`src/rtl/audio_tdm_serializer.sv`:
```
// ---------------------------------------------------------------------------
// audio_tdm_serializer
//
// Audio DAC serializer for a parametrised number of channels. One frame of
// NUM_CH samples is accepted per valid/ready handshake into a holding register.
// At each frame boundary the frame moves into a shift register. It is then sent
// MSB-first as bit clock, LR/frame clock and serial data. Both left-justified
// (FORMAT=0) and I2S (FORMAT=1, data one bit period late) framing are supported.
// Each slot is SLOT_W bits wide: the sample followed by zero padding.
//
// Ports
//   clk          system clock
//   reset_n      asynchronous active-low reset
//   enable       run the serializer; low = idle, counters and line outputs at 0
//   in_data      one frame, channel 0 in the MSBs (NUM_CH*SAMPLE_W bits)
//   in_valid     in_data valid
//   in_ready     holding register empty
//   aud_bclk     bit clock (BCLK_DIV clk cycles per bit)
//   aud_daclrck  LR/frame clock, high for the upper half of the slots
//   aud_dacdat   serial data, changes while aud_bclk is low
//   frame_start  one-cycle pulse on the first cycle of each frame
//   underrun     one-cycle pulse: a frame started with no data available
//
// All line outputs are registered from the counter state of the cycle before.
// aud_bclk, aud_daclrck, aud_dacdat, frame_start and underrun therefore stay
// mutually aligned. frame_start is seen together with bclk=0, lrck=0 and the
// first bit of the new frame.
// ---------------------------------------------------------------------------
module audio_tdm_serializer #(
  parameter int SAMPLE_W = 16,
  parameter int NUM_CH   = 2,
  parameter int SLOT_W   = 16,
  parameter int BCLK_DIV = 4,
  parameter int FORMAT   = 0
) (
  input  logic                       clk,
  input  logic                       reset_n,
  input  logic                       enable,
  input  logic [NUM_CH*SAMPLE_W-1:0] in_data,
  input  logic                       in_valid,
  output logic                       in_ready,
  output logic                       aud_bclk,
  output logic                       aud_daclrck,
  output logic                       aud_dacdat,
  output logic                       frame_start,
  output logic                       underrun
);

  localparam int IN_W    = NUM_CH * SAMPLE_W;
  localparam int FRAME_W = NUM_CH * SLOT_W;
  localparam int DIV_W   = (BCLK_DIV > 1) ? $clog2(BCLK_DIV) : 1;
  localparam int BIT_W   = (SLOT_W > 1)   ? $clog2(SLOT_W)   : 1;
  localparam int SLOT_CW = (NUM_CH > 1)   ? $clog2(NUM_CH)   : 1;

  localparam logic [DIV_W-1:0]   DIV_LAST  = DIV_W'(BCLK_DIV - 1);
  localparam logic [DIV_W-1:0]   DIV_HALF  = DIV_W'(BCLK_DIV / 2);
  localparam logic [BIT_W-1:0]   BIT_LAST  = BIT_W'(SLOT_W - 1);
  localparam logic [SLOT_CW-1:0] SLOT_LAST = SLOT_CW'(NUM_CH - 1);
  localparam logic [SLOT_CW-1:0] SLOT_HALF = SLOT_CW'(NUM_CH / 2);

  // Counters
  logic [DIV_W-1:0]   div_q;
  logic [BIT_W-1:0]   bit_cnt_q;
  logic [SLOT_CW-1:0] slot_q;

  // Buffering
  logic [IN_W-1:0]    hold_q;
  logic               hold_full_q;
  logic [FRAME_W-1:0] shift_q;
  logic               dly_q;

  // Next-state / decode
  logic               boundary;
  logic               bit_start;
  logic               div_wrap;
  logic               bit_wrap;
  logic               slot_wrap;
  logic [IN_W-1:0]    load_src;
  logic [FRAME_W-1:0] load_frame;
  logic [FRAME_W-1:0] shift_nxt;
  logic               dly_nxt;
  logic               dat_nxt;

  assign in_ready  = ~hold_full_q;

  assign bit_start = (div_q == '0);
  assign div_wrap  = (div_q == DIV_LAST);
  assign bit_wrap  = (bit_cnt_q == BIT_LAST);
  assign slot_wrap = (slot_q == SLOT_LAST);
  assign boundary  = enable && bit_start && (bit_cnt_q == '0) && (slot_q == '0);

  // Source for the next frame: the holding register if full. Otherwise the
  // input bus in the same cycle (bypass). Otherwise silence.
  assign load_src = hold_full_q ? hold_q : (in_valid ? in_data : '0);

  // Spread the packed samples into SLOT_W-wide slots, sample MSB-aligned
  // in each slot with zero padding after its LSB.
  always_comb begin
    load_frame = '0;
    for (int unsigned k = 0; k < NUM_CH; k++) begin
      load_frame[(NUM_CH - 1 - k) * SLOT_W + (SLOT_W - SAMPLE_W) +: SAMPLE_W] =
        load_src[(NUM_CH - 1 - k) * SAMPLE_W +: SAMPLE_W];
    end
  end

  // shift_q[MSB] is always the bit of the current bit period. The register
  // advances on the first clk cycle of every bit period except the first of a
  // frame, where the new frame is loaded instead.
  always_comb begin
    shift_nxt = shift_q;
    if (!enable) begin
      shift_nxt = '0;
    end else if (boundary) begin
      shift_nxt = load_frame;
    end else if (bit_start) begin
      shift_nxt = {shift_q[FRAME_W-2:0], 1'b0};
    end
  end

  // I2S delay: on each bit start, capture the bit that was on the line
  // during the period just ending. The last bit of a frame therefore spills
  // into bit 0 of the next frame.
  always_comb begin
    dly_nxt = dly_q;
    if (!enable) begin
      dly_nxt = 1'b0;
    end else if (bit_start) begin
      dly_nxt = shift_q[FRAME_W-1];
    end
  end

  always_comb begin
    dat_nxt = 1'b0;
    if (enable) begin
      dat_nxt = (FORMAT == 1) ? dly_nxt : shift_nxt[FRAME_W-1];
    end
  end

  // Bit / slot timing
  always_ff @(posedge clk or negedge reset_n) begin
    if (!reset_n) begin
      div_q     <= '0;
      bit_cnt_q <= '0;
      slot_q    <= '0;
    end else if (!enable) begin
      div_q     <= '0;
      bit_cnt_q <= '0;
      slot_q    <= '0;
    end else if (div_wrap) begin
      div_q <= '0;
      if (bit_wrap) begin
        bit_cnt_q <= '0;
        slot_q    <= slot_wrap ? '0 : slot_q + SLOT_CW'(1);
      end else begin
        bit_cnt_q <= bit_cnt_q + BIT_W'(1);
      end
    end else begin
      div_q <= div_q + DIV_W'(1);
    end
  end

  // Holding register. This stays live while disabled. At a boundary it is
  // drained into the shift register. An empty holding register is never
  // written at a boundary, because a frame offered then goes straight to the
  // shift register.
  always_ff @(posedge clk or negedge reset_n) begin
    if (!reset_n) begin
      hold_q      <= '0;
      hold_full_q <= 1'b0;
    end else if (boundary) begin
      hold_full_q <= 1'b0;
    end else if (in_valid && !hold_full_q) begin
      hold_q      <= in_data;
      hold_full_q <= 1'b1;
    end
  end

  // Shift / delay state and registered line outputs
  always_ff @(posedge clk or negedge reset_n) begin
    if (!reset_n) begin
      shift_q     <= '0;
      dly_q       <= 1'b0;
      aud_bclk    <= 1'b0;
      aud_daclrck <= 1'b0;
      aud_dacdat  <= 1'b0;
      frame_start <= 1'b0;
      underrun    <= 1'b0;
    end else begin
      shift_q     <= shift_nxt;
      dly_q       <= dly_nxt;
      aud_bclk    <= enable && (div_q >= DIV_HALF);
      aud_daclrck <= enable && (slot_q >= SLOT_HALF);
      aud_dacdat  <= dat_nxt;
      frame_start <= boundary;
      underrun    <= boundary && !hold_full_q && !in_valid;
    end
  end

endmodule

```
`config.mk`:
```
export PLATFORM = sky130hd
export DESIGN_NAME = audio_tdm_serializer
export DESIGN_NICKNAME = d
export VERILOG_FILES = /design/src/rtl/audio_tdm_serializer.sv
export SDC_FILE = /design/constraint.sdc
export NUM_CORES = 1
export LEC_CHECK = 0
export BUFFER_PORTS_ARGS = -buffer_cell sky130_fd_sc_hd__buf_2
export CAP_MARGIN = 40
export CORE_MARGIN = 1.5
export CORE_UTILIZATION = 52
export CTS_CLUSTER_SIZE = 30
export DETAILED_ROUTE_END_ITERATION = 8
export HOLD_SLACK_MARGIN = 0.06
export PLACE_DENSITY = 0.85
export SYNTH_ARGS = -nofsm -noshare
export SYNTH_HDL_FRONTEND = slang
export SYNTH_SLANG_ARGS = --single-unit
```
`constraint.sdc`:
```
create_clock -name clk -period 2 [get_ports clk]
set_clock_uncertainty 0.1 [all_clocks]
set_input_delay 0.4 -clock clk [delete_from_list [all_inputs] [get_ports clk]]
set_output_delay 0.4 -clock clk [all_outputs]
set_load 0.01 [all_outputs]
```
==> impl_summary.log, run 1 <==
INFO  metric route.vias.total = 2632
INFO  metric worst_r2r_start = div_q[0]
INFO  metric worst_ep_arrival_time = 2010 ps
INFO  metric initial_antenna_violation_count = 0
INFO  metric postCtsSetupBuffers = 0
INFO  metric yosys.cell_count.top_type = dfrtp_1
INFO  metric worst_path_largest_cell_delay = 380 ps
INFO  metric outcome = completed
INFO  metric layoutNonFillerInstCount = 441
INFO  metric ios = 42
INFO  metric synth_edf_count = 0
INFO  metric routed_via_density = 5.97
INFO  metric tns = 0 ps
INFO  metric synthDistinctLibCells = 33
INFO  metric tightest_slew = 588 ps
INFO  metric max-slew-margin-rel = 60.8%
INFO  metric post_synth.cell_area_avg = 12.1 µm²
INFO  metric setup.worst_path.start_class = flip-flop
INFO  metric power.density = 1050 nW/µm²
INFO  metric grt_pass1_vias = 2576
INFO  metric critPathCaptureType = flip-flop
INFO  metric slew_violations = 0
INFO  metric placement.io_buffers = 41
INFO  metric ys_async_sr_fraction = 100%
INFO  metric hold-path-endpoint = underrun
INFO  metric worst_hold_path.num_cells = 2
INFO  metric detailed_route_iter0_violations = 215
INFO  metric antenna_left = 0
INFO  metric layout.nets = 381
INFO  metric crit_path_top_delay_cell = dfrtp_1
INFO  metric grt.overflow.total = 0
INFO  metric grt_use_total = 22.0%
INFO  metric cp_max_fo = 11
INFO  metric crit-reg2reg-capture = hold_q[26]
INFO  metric numPlacedInstances = 424
INFO  metric worst-r2r-cell-count = 6
INFO  metric max-clock-path-buffers = 2
INFO  metric drt_first_pass_iters = 5
INFO  metric cts_made_buffers = 9
INFO  metric post_synthesis_net_count = 347
INFO  metric finalWirelength = 7690 µm
INFO  metric syn_area = 3700 µm²
INFO  metric synth_top_cells_by_count = 76 x dfrtp_1, 33 x nand2_1, 31 x a22oi_1
INFO  metric initial_utilization = 54.2%
INFO  metric die_height = 87.4 µm
INFO  metric holdCritStartpoint = in_valid
INFO  metric fmaxAchievable = 0.534 GHz
INFO  metric cap_viol_max_count = 0
INFO  metric timing.final.crit_share = 93.6%
INFO  metric detailedPlacementHpwl = 4750 µm
INFO  metric core_region_area = 6830 µm²
INFO  metric synth-main-ff-cell = dfrtp_1
INFO  metric dieArea = 7640 µm²
INFO  metric power_leakage = 1.87 nW
INFO  metric unrepaired_setup_endpoints_after_global_routing = false
INFO  metric worstPathBufferInverterCount = 2
INFO  metric yosys_register_bits = 76
INFO  metric number_of_antenna_repair_diodes = 0
INFO  metric cts_tree = done
INFO  metric post-route-drc-count = 0
INFO  metric worst_ir_drop_vdd = 0.503 mV
INFO  metric layout.core_utilization = 62.2%
INFO  metric netlist.top_cell.by_area = dfrtp_1
INFO  metric setup.reg_to_reg.worst_slack = 130 ps
INFO  metric post_dp_cell_area = 4000 µm²
INFO  metric layout_min_cycle_time = 1870 ps
INFO  metric yosysSeqAreaShare = 51.4%
INFO  metric ctsResizeCount = 0
INFO  metric first_pass_grt_wire_length = 12900 µm
INFO  metric report.final.setup_viol = 0
INFO  metric post-synth-top-area-fraction = 51.4%
INFO  metric hold_buffer_count_at_cts = 1
INFO  metric clock_latency = 350 ps
INFO  metric worst-endpoint-required = 2140 ps
INFO  metric share_of_cells_above_drive_strength_1 = 30.1%
INFO  metric total_power = 4.45 mW
INFO  metric root_buffer = clkbuf_8
INFO  metric critical_path.cell_chain = inv_1 -> ha_2 -> and2_1 -> a21boi_4 -> buf_4 -> mux2_4
INFO  metric count_of_endpoints_failing_hold_in_the_final_timing_report = 0
INFO  metric core.rowCount = 30
INFO  metric min_path_type = in -> reg
INFO  metric die_w = 87.4 µm
INFO  metric grt_max_degree = 65
INFO  metric worst-setup-path-type = reg -> reg
INFO  metric synthesis.instances = 306
INFO  metric crit_path_leading_delay_family = flip-flops
INFO  metric cts.sinks = 76
INFO  metric synthTopCellsByArea = dfrtp_1 51%, mux2_4 12%, nand4b_1 7.1%, o221ai_1 6.9%, a22oi_1 6.3%
INFO  metric wire_length_per_cell_after_detailed_routing = 17.4 µm
INFO  metric final_cell_area = 4250 µm²
INFO  metric h-tree-depth = 3
INFO  metric filler_cell_count = 545
INFO  metric gp_congestion = 0.732
INFO  metric synthToLayoutAreaGrowth = 14.7%
INFO  metric clock_input_transition_at_the_sequential_cells_of_the_worst_setup_and_hold_paths = 80 ps
INFO  metric synth_warnings = 0
layout make-up:
cell class,count,area [µm²],area share [%]
clock inverters,4,70.1,1.65
flip-flops and latches,76,1900,44.8
clock buffers,12,165,3.89
repair buffers,53,323,7.60
inverters,7,26.3,0.619
multi-input cells,193,1640,38.6
well taps,96,120,2.83
logic make-up (layout without fill, tap and decap cells):
group	count (synthesis)	in the layout	share of synthesized area, %
simple gates	83	83	13.8
flops	76	76	51.4
compound gates	69	69	14.8
buf+inv	37	76	4.59
mux	33	33	13.0
fa+ha+maj	5	5	1.69
xor+xnor	3	3	0.710
registers in the layout, indices dropped and copies added, names as in the netlist:
register	flops
aud_daclrck	1
underrun	1
div_q	2
aud_bclk	1
hold_full_q	1
bit_cnt_q	4
frame_start	1
shift_q	32
hold_q	32
slot_q	1
how the worst max path moves through the flow:
stage                     slack (ps)  cells past startpoint          end         start
final                            130                      6   hold_q[26]      div_q[0]
after global routing              30                      6  shift_q[31]      div_q[0]
after CTS                        130                      6   hold_q[26]  bit_cnt_q[1]
after global placement           200                      6   hold_q[25]      div_q[0]
after detailed placement         140                      6   hold_q[22]  bit_cnt_q[1]
after floorplan                   90                      7    hold_q[0]      div_q[0]
power by group:
group          leakage, nW  switching (mW)  total (mW)  internal, mW
registers            0.968           0.204        2.08          1.88
clock network        0.122           0.568        1.37         0.801
logic                0.779           0.434        1.00         0.570
routing by layer:
layer / share of wire (%) / up-vias / track usage [%]
li1: - / 1222 / -
met1: 45 / 1331 / 31.4
met2: 49 / 70 / 33.3
met3: 4.4 / 9 / 4.74
met4: 1.4 / 0 / 7.50
met5: 0 / - / 0
per-stage QoR:
| step | setup slack (ps) | hold slack [ps] |
|---|---|---|
| floorplan | 92.3 | 4.41 |
| global placement | 201 | 217 |
| detailed placement | 140 | 228 |
| CTS | 125 | 142 |
| global route | 33.4 | 149 |
| finish | 128 | 152 |
cells in the final DEF, fill, tap and decap left out, drive strengths merged, types with 2 or more instances in the layout:
| cell type | n |
|---|---|
| and2 | 4 |
| mux2 | 32 |
| dfrtp | 76 |
| o221ai | 29 |
| a22oi | 31 |
| nand4b | 30 |
| xor2 | 2 |
| clkinv | 2 |
| nand2 | 33 |
| inv | 7 |
| a21oi | 2 |
| ha | 5 |
| nor2b | 2 |
| clkbuf | 12 |
| bufinv | 2 |
| buf | 52 |
| nor2 | 9 |
Power figures use the tool's default switching activity.
==> run 2: changes to the inputs <==
--- a/config.mk
+++ b/config.mk
@@ -13,6 +13,8 @@
 export DETAILED_ROUTE_END_ITERATION = 8
 export HOLD_SLACK_MARGIN = 0.06
 export PLACE_DENSITY = 0.85
+export REMOVE_ABC_BUFFERS = 1
+export SKIP_LAST_GASP = 1
 export SYNTH_ARGS = -nofsm -noshare
 export SYNTH_HDL_FRONTEND = slang
 export SYNTH_SLANG_ARGS = --single-unit
==> run 2 against run 1 <==
Effect of this change: routed wire length rose by 1.4%; non-clock buffer count fell by 1; sequential share of layout area barely moved; hold slack improved by 12 ps; clock power barely moved; utilization rose by 0.055 points; count of clock-buffer cells in the layout fell by 2; critical path type is now reg -> out; largest cell class unchanged; highest routed layer unchanged.
==> impl_summary.log, run 2 (synthesis results as in run 1) <==
INFO  metric critPathCaptureType = output port (was flip-flop)
INFO  metric tns = 0 ps (unchanged)
INFO  metric fmaxAchievable = 0.531 GHz (was 0.534 GHz)
INFO  metric unrepaired_setup_endpoints_after_global_routing = false (unchanged)
INFO  metric post-route-drc-count = 0 (unchanged)
INFO  metric worst-setup-path-type = reg -> out (was reg -> reg)
INFO  metric p_switching = 1.26 mW (was 1.21 mW)
INFO  metric clock_input_transition_at_the_sequential_cells_of_the_worst_setup_and_hold_paths = 80 ps (about the same)
INFO  metric cap_viol_max_count = 0 (unchanged)
INFO  metric power_leakage = 1.86 nW (was 1.87 nW)
INFO  metric root_buffer = clkbuf_8 (unchanged)
INFO  metric grt.overflow.total = 0 (unchanged)
INFO  metric final_cell_mix = 76 x dfrtp_1, 40 x buf_2, 33 x nand2_1, 31 x a22oi_1 (was 76 x dfrtp_1, 41 x buf_2, 33 x nand2_1, 31 x a22oi_1)
INFO  metric layout_min_cycle_time = 1880 ps (was 1870 ps)
INFO  metric max-clock-path-buffers = 2 (unchanged)
INFO  metric count_of_endpoints_failing_hold_in_the_final_timing_report = 0 (unchanged)
INFO  metric total_power = 4.45 mW (about the same)
INFO  metric hold_buffer_count_at_cts = 1 (unchanged)
INFO  metric crit-reg2reg-capture = hold_q[18] (was hold_q[26])
INFO  metric first_pass_grt_wire_length = 12800 µm (was 12900 µm)
INFO  metric grt_pass1_vias = 2594 (was 2576)
INFO  metric route.vias.total = 2655 (was 2632)
INFO  metric cts.sinks = 76 (unchanged)
INFO  metric leading_cell_type_in_the_layout_fill_and_taps_excluded = dfrtp_1 (unchanged)
INFO  metric initial_antenna_violation_count = 0 (unchanged)
INFO  metric min_path_type = in -> reg (unchanged)
INFO  metric core.rowCount = 30 (unchanged)
INFO  metric ctsResizeCount = 0 (unchanged)
INFO  metric worst_ir_drop_vdd = 0.877 mV (was 0.503 mV)
INFO  metric die_w = 87.4 µm (unchanged)
INFO  metric gp_congestion = 0.760 (was 0.732)
INFO  metric p_sw_share = 28.2% (was 27.1%)
INFO  metric cts_tree = done (unchanged)
INFO  metric timing.final.crit_share = 94.2% (was 93.6%)
INFO  metric grt_use_total = 22.0% (about the same)
INFO  metric p_int = 3.19 mW (was 3.25 mW)
INFO  metric setup.reg_to_reg.worst_slack = 130 ps (about the same)
INFO  metric power.combinational.fraction = 22.7% (was 22.5%)
INFO  metric max-slew-margin-rel = 59.9% (was 60.8%)
INFO  metric worst_ep_arrival_time = 1380 ps (was 2010 ps)
INFO  metric worst_hold_path.num_cells = 2 (unchanged)
INFO  metric routed_via_density = 6.03 (was 5.97)
INFO  metric synthToLayoutAreaGrowth = 14.8% (was 14.7%)
INFO  metric slew_violations = 0 (unchanged)
INFO  metric report.final.setup_viol = 0 (unchanged)
INFO  metric h-tree-depth = 3 (unchanged)
INFO  metric power.density = 1050 nW/µm² (about the same)
INFO  metric number_of_antenna_repair_diodes = 0 (unchanged)
INFO  metric antenna_left = 0 (unchanged)
INFO  metric grt_max_degree = 77 (was 65)
INFO  metric power.sequential.fraction = 46.6% (was 46.7%)
INFO  metric worst-endpoint-required = 1500 ps (was 2140 ps)
INFO  metric fin_worst_hold_slack = 163 ps (was 152 ps)
INFO  metric die_height = 87.4 µm (unchanged)
INFO  metric holdCritStartpoint = in_valid (unchanged)
INFO  metric biggestRegsByFlops = hold_q: 32 flops, shift_q: 32 flops, bit_cnt_q: 4 flops (unchanged)
INFO  metric hold-path-endpoint = underrun (unchanged)
INFO  metric cts_made_buffers = 9 (unchanged)
INFO  metric detailed_route_iter0_violations = 298 (was 215)
INFO  metric initial_utilization = 54.2% (unchanged)
INFO  metric numPlacedInstances = 423 (was 424)
INFO  metric wire_length_per_cell_after_detailed_routing = 17.7 µm (was 17.4 µm)
INFO  metric clock_latency = 360 ps (was 350 ps)
INFO  metric tightest_slew = 601 ps (was 588 ps)
INFO  metric finalWirelength = 7800 µm (was 7690 µm)
INFO  metric ios = 42 (unchanged)
INFO  metric layout.nets = 380 (was 381)
INFO  metric setup.worst_path.start_class = flip-flop (unchanged)
INFO  metric placement.io_buffers = 41 (unchanged)
INFO  metric dieArea = 7640 µm² (unchanged)
INFO  metric core_region_area = 6830 µm² (unchanged)
INFO  metric postCtsSetupBuffers = 0 (unchanged)
INFO  metric drt_first_pass_iters = 5 (unchanged)
INFO  metric layoutNonFillerInstCount = 440 (was 441)
INFO  metric share_of_cells_above_drive_strength_1 = 29.9% (was 30.1%)
INFO  metric clock_power_share = 30.6% (was 30.8%)
INFO  metric worst-r2r-cell-count = 6 (unchanged)
INFO  metric cp_max_fo = 35 (was 11)
INFO  metric worst_r2r_start = bit_cnt_q[0] (was div_q[0])
INFO  metric outcome = completed (unchanged)
INFO  metric detailedPlacementHpwl = 4570 µm (was 4750 µm)
[run 2: cell types whose count changed in the layout (fill, tap and decap cells not counted)]
cell,change
buf_2,-1
buf_12,+1
buf_4,-1
inv_6,+3
clkbuf_8,-2
clkinv_2,-2
clkinvlp_4,+1
[run 2: final cells by class]
type,instances,area (µm²)
timing repair buffer,52,330
fill,560,2580
inverter,7,26.3
clock inverter,6,93.8
clock buffer,10,138
multi-input combinational,193,1640
tap,96,120
sequential,76,1900
[run 2: metal layers]
layer  global-route usage [%]  up-vias  wire, µm
met4                     5.34        0       111
met1                     29.3     1339      3460
li1                         -     1227         -
met2                     35.7       79      3880
met3                     6.16       10       346
met5                        0        -         0
[run 2: metrics by stage]
step	setup WS [ps]	cell area (µm²)	util, %
floorplan	-1630	3560	-
global placement	219	4010	58.7
detailed placement	155	4010	58.7
CTS	114	4250	62.2
global route	42.2	4250	62.2
finish	117	4250	62.2
[run 2: power by group through the flow]
| stage | clock [mW] | sequential (mW) | combinational [mW] |
|---|---|---|---|
| after global placement | 0 | 2.08 | 0.963 |
| after CTS | 1.38 | 2.07 | 1.02 |
| final | 1.36 | 2.08 | 1.01 |
| after detailed placement | 0 | 2.09 | 1.01 |
| after floorplan | 0 | 2.06 | 0.715 |
| after global routing | 1.45 | 2.11 | 1.10 |
[run 2: worst max path at each step]
| stage | cells past startpoint | endpoint | startpoint |
|---|---|---|---|
| floorplan | 5 | hold_q[16] | div_q[0] |
| global placement | 6 | hold_q[16] | bit_cnt_q[0] |
| detailed placement | 6 | hold_q[16] | bit_cnt_q[0] |
| CTS | 3 | in_ready | hold_full_q |
| global route | 3 | in_ready | hold_full_q |
| finish | 3 | in_ready | hold_full_q |
[run 2: worst max-delay path, stage by stage (launching register included)]
cell and delay, ps:
dfrtp_1 380, buf_4 360, inv_1 110, buf_2 160
